File: src/rtl/uart_tx_ctrl.sv
// UART transmit frame controller: start, data (via external Serializer), optional parity, stop.
// One line bit per CLK; all outputs decode from registered state.
module uart_tx_ctrl #(
  parameter int unsigned DATA_WIDTH = 8
) (
  input  logic                  CLK,
  input  logic                  RST,
  input  logic [DATA_WIDTH-1:0] P_DATA,
  input  logic                  Data_Valid,
  input  logic                  PAR_EN,
  input  logic                  PAR_TYP,
  input  logic                  ser_data,
  input  logic                  ser_done,
  output logic                  ser_en,
  output logic                  busy,
  output logic                  TX_OUT,
  output logic                  frame_done,
  output logic                  sync_err
);

  localparam int unsigned CntW = (DATA_WIDTH > 1) ? $clog2(DATA_WIDTH) : 1;
  localparam logic [CntW-1:0] LastCnt = CntW'(DATA_WIDTH - 1);

  typedef enum logic [2:0] {
    StIdle,
    StStart,
    StData,
    StParity,
    StStop
  } state_e;

  state_e          state_q, state_d;
  logic [CntW-1:0] bit_cnt_q, bit_cnt_d;
  logic            par_bit_q, par_bit_d;
  logic            par_en_q, par_en_d;
  logic            sync_err_q, sync_err_d;
  logic            last_bit;

  assign last_bit = (bit_cnt_q == LastCnt);

  always_comb begin
    state_d    = state_q;
    bit_cnt_d  = bit_cnt_q;
    par_bit_d  = par_bit_q;
    par_en_d   = par_en_q;
    sync_err_d = sync_err_q;
    unique case (state_q)
      StIdle: begin
        if (Data_Valid) begin
          state_d    = StStart;
          par_bit_d  = (^P_DATA) ^ PAR_TYP;
          par_en_d   = PAR_EN;
          sync_err_d = 1'b0;
          bit_cnt_d  = '0;
        end
      end
      StStart: state_d = StData;
      StData: begin
        // Leave on whichever of Serializer flag or own count fires first; disagreement is flagged.
        if (ser_done || last_bit) begin
          state_d   = par_en_q ? StParity : StStop;
          bit_cnt_d = '0;
          if (ser_done != last_bit) sync_err_d = 1'b1;
        end else begin
          bit_cnt_d = bit_cnt_q + CntW'(1);
        end
      end
      StParity: state_d = StStop;
      StStop:   state_d = StIdle;
      default:  state_d = StIdle;
    endcase
  end

  always_ff @(posedge CLK or posedge RST) begin
    if (RST) begin
      state_q    <= StIdle;
      bit_cnt_q  <= '0;
      par_bit_q  <= 1'b0;
      par_en_q   <= 1'b0;
      sync_err_q <= 1'b0;
    end else begin
      state_q    <= state_d;
      bit_cnt_q  <= bit_cnt_d;
      par_bit_q  <= par_bit_d;
      par_en_q   <= par_en_d;
      sync_err_q <= sync_err_d;
    end
  end

  always_comb begin
    TX_OUT     = 1'b1;
    ser_en     = 1'b0;
    frame_done = 1'b0;
    busy       = (state_q != StIdle);
    unique case (state_q)
      StIdle:   TX_OUT = 1'b1;
      StStart:  TX_OUT = 1'b0;
      StData: begin
        TX_OUT = ser_data;
        ser_en = 1'b1;
      end
      StParity: TX_OUT = par_bit_q;
      StStop: begin
        TX_OUT     = 1'b1;
        frame_done = 1'b1;
      end
      default:  TX_OUT = 1'b1;
    endcase
  end

  assign sync_err = sync_err_q;

endmodule

File: config.mk
export PLATFORM = sky130hd
export DESIGN_NAME = uart_tx_ctrl
export DESIGN_NICKNAME = d
export VERILOG_FILES = /design/src/rtl/uart_tx_ctrl.sv
export SDC_FILE = /design/constraint.sdc
export NUM_CORES = 1
export LEC_CHECK = 0
export CORE_MARGIN = 5
export CORE_UTILIZATION = 42
export DETAILED_ROUTE_END_ITERATION = 12
export GPL_TIMING_DRIVEN = 0
export PLACE_DENSITY_LB_ADDON = 0.1
export REMOVE_ABC_BUFFERS = 1
export SLEW_MARGIN = 15
export SYNTH_ARGS = -nofsm -noshare
export SYNTH_HDL_FRONTEND = slang
export SYNTH_SLANG_ARGS = --single-unit
File: constraint.sdc
create_clock -name CLK -period 1.74 [get_ports CLK]
set_input_delay 0.174 -clock CLK [delete_from_list [all_inputs] [get_ports CLK]]
set_output_delay 0.174 -clock CLK [all_outputs]
set_load 0.02 [all_outputs]
==> impl_metrics.ini <==
[placed_design]
port_buffers = 19
dp_cells = 86
hpwlAfterDp_um = 815
gp_congestion = 0.708

[yosys]
ys_seq_area_share_pct = 40.2
ys_top_cells_by_area = dfrtp_1 40%, ha_1 6.7%, xnor2_2 5.8%
yosysTopAreaCell = dfrtp_1
synth_cell_types = 23
synth_common_cells = 9 x dfrtp_1, 6 x inv_1, 5 x nor2_1, 3 x ha_1, 3 x xnor2_1
synth_edf_count = 0
synth_area_um2 = 561
synth-seq-cells = 9
async_flop_share_pct = 100
yosysMostFrequentCell = dfrtp_1
synth_cells = 54
syn_avg_cell_area_um2 = 10.4
ys.flop_type = dfrtp_1
synth_top_cell_area_share_pct = 40.2
ys_warn_count = 0

[floorplanning]
coreArea_mm2 = 0.00128
fp-row-count = 13
die_width_um = 46.5
ioPinCount = 20
die_y_um = 46.5
start_util_pct = 43.6
die_area_mm2 = 0.00217

[timing]
maxSlewViolCount = 0
rsz0062_at_grt = false
worst_pin_slew_ns = 0.335
holdWs_ns = 0.159
setup_tns_ns = 0
period_share_pct = 92.0
finalHoldViolCount = 0
worst_clock_skew_ns = 0.00737
min_period_ns = 1.60
fmax_ghz = 0.625
setup_viol = 0
relSlewSlack_pct = 77.6

[setup_path]
path_cells = a311o_1, dlygate4sd2_1
startpoint_type = flop
critPathMaxFanout = 13
cp.required_ns = 1.57
cp-end-kind = output port
slowest_delay_ns = 0.48
crit_type = flop to output port
cp_slowest_cell = dfrtp_2
cp.arrival_ns = 1.43

[clocking]
post_cts_buffers = 0
clock_latency_ns = 0.26
cts_sinks = 9
cts_root_buffer = clkbuf_4
cts_hold_buf = 0
cts_resized = 6
cts_tree = yes
clockBufferDepth = 2
cts_buffers = 3
path_clk_slew_ns = 0.06
htreeDepth = 1

[global_routing]
grt_antenna_before_repair = 0
first_global_vias = 375
grt_max_degree = 14
grt_overflow = 0
grt_pass1_wl_mm = 1.47
grt_usage_pct = 10.1

[power_and_ir_drop]
power_leakage_uw = 0.000373
p_total_uw = 1020
p_switching_uw = 394
intPower_uw = 625
p_seq_share_pct = 38.8
power.density_mw_per_mm2 = 1300
pwr-share-clk_pct = 15.9
p_comb_share_pct = 45.3
swShare_pct = 38.6
vdd_drop_max_uv = 728

[routing]
drtPass1Iterations = 4
antenna_left = 0
route.detailed.drc = 0
drtIter0Drc = 8
vias = 436
via_per_inst = 4.84
wl_per_cell_um = 11.0
drt_wl_total_um = 991

[layout]
nFillCells = 118
area_growth_pct = 40.0
antenna_cells = 0
multi_input_area_um2 = 305
finalNetCount = 94
fin_util_pct = 61.1
final_cells = 90
drive_gt1_share_pct = 12.0
seqCellArea_um2 = 226

[status]
outcome = completed

[hold_path]
hold_path.class = input pin to asynchronous set/reset pin

[run]
maxCapViolations = 0
[per-layer routing]
| metal | routed length (um) | part of all wire [%] | global-route usage [%] |
|---|---|---|---|
| met5 | 0 | 0 | 0 |
| met4 | 5 | 0.50 | 3.41 |
| met3 | 115 | 12 | 7.03 |
| met2 | 433 | 44 | 15.4 |
| met1 | 437 | 44 | 11.2 |
[critical path, delay by kind of cell, from the launching register on]
family	cells	cell delay (ns)
buffers and inverters	1	0.32
flip-flops	1	0.48
AO/OA/AOI/OAI	1	0.36
[state kept, by name (all words and copies together) (netlist names)]
signal / count
sync_err: 1
state_q: 3
bit_cnt_q: 3
par_bit_q: 1
par_en_q: 1
[metrics by stage]
stage	cell area (um^2)	setup WS (ns)
3_5_place_dp	759	0.0445
4_1_cts	785	0.137
2_1_floorplan	551	0.305
3_3_place_gp	759	0.0388
6_report	785	0.140
5_1_grt	785	0.0689
[area by class of cell]
| class | count | area share (%) |
|---|---|---|
| clock buffers | 4 | 3.35 |
| inverters | 6 | 2.87 |
| multi-input cells | 37 | 38.9 |
| flip-flops and latches | 9 | 28.9 |
| well taps | 15 | 2.39 |
| repair buffers | 19 | 23.6 |
[power by group through the flow]
stage          Clock, uW  Sequential, uW  Combinational [uW]
2_1_floorplan          0             375                 321
3_3_place_gp           0             392                 495
3_5_place_dp           0             393                 504
4_1_cts              167             395                 472
5_1_grt              184             410                 512
6_report             162             395                 462
[path summary, 6_finish.rpt]
check                        startpoint           end  slack, ns  depth (start not counted)
setup / recovery             state_q[1]        TX_OUT       0.14                          2
min in group CLK           bit_cnt_q[1]  bit_cnt_q[1]       0.50                          1
hold / removal                      RST    state_q[2]       0.16                          2
max in group asynchronous           RST    state_q[1]       1.31                          2
setup reg to reg           bit_cnt_q[0]    state_q[1]       0.21                          7
hold reg to reg            bit_cnt_q[1]  bit_cnt_q[1]       0.50                          1
[logic make-up (layout without fill, tap and decap cells)]
group	count (synthesis)	after routing	share of synthesized area, %
AOI/OAI and AO/OA	9	9	10.7
xor gates and xnor gates	7	7	16.1
adders and majority gates	3	3	6.70
buffers and inverters	8	29	5.80
DFF	9	9	40.2
muxes	4	4	8.04
and+or+nand+nor	14	14	12.5
[cells in the final DEF, fill, tap and decap left out, drive strengths merged]
cell	instances
dlygate4sd2	4
clkbuf	4
dfrtp	9
xor2	1
ha	3
and3	1
mux2	4
a21oi	2
a22o	2
xnor3	1
inv	6
nor2	5
nor3b	2
nor3	2
nor2b	1
a31oi	2
and2	1
nand2	2
o21ai	2
clkdlybuf4s50	15
xnor2	5
a311o	1
Note: power is estimated with default switching activity, not from simulation.
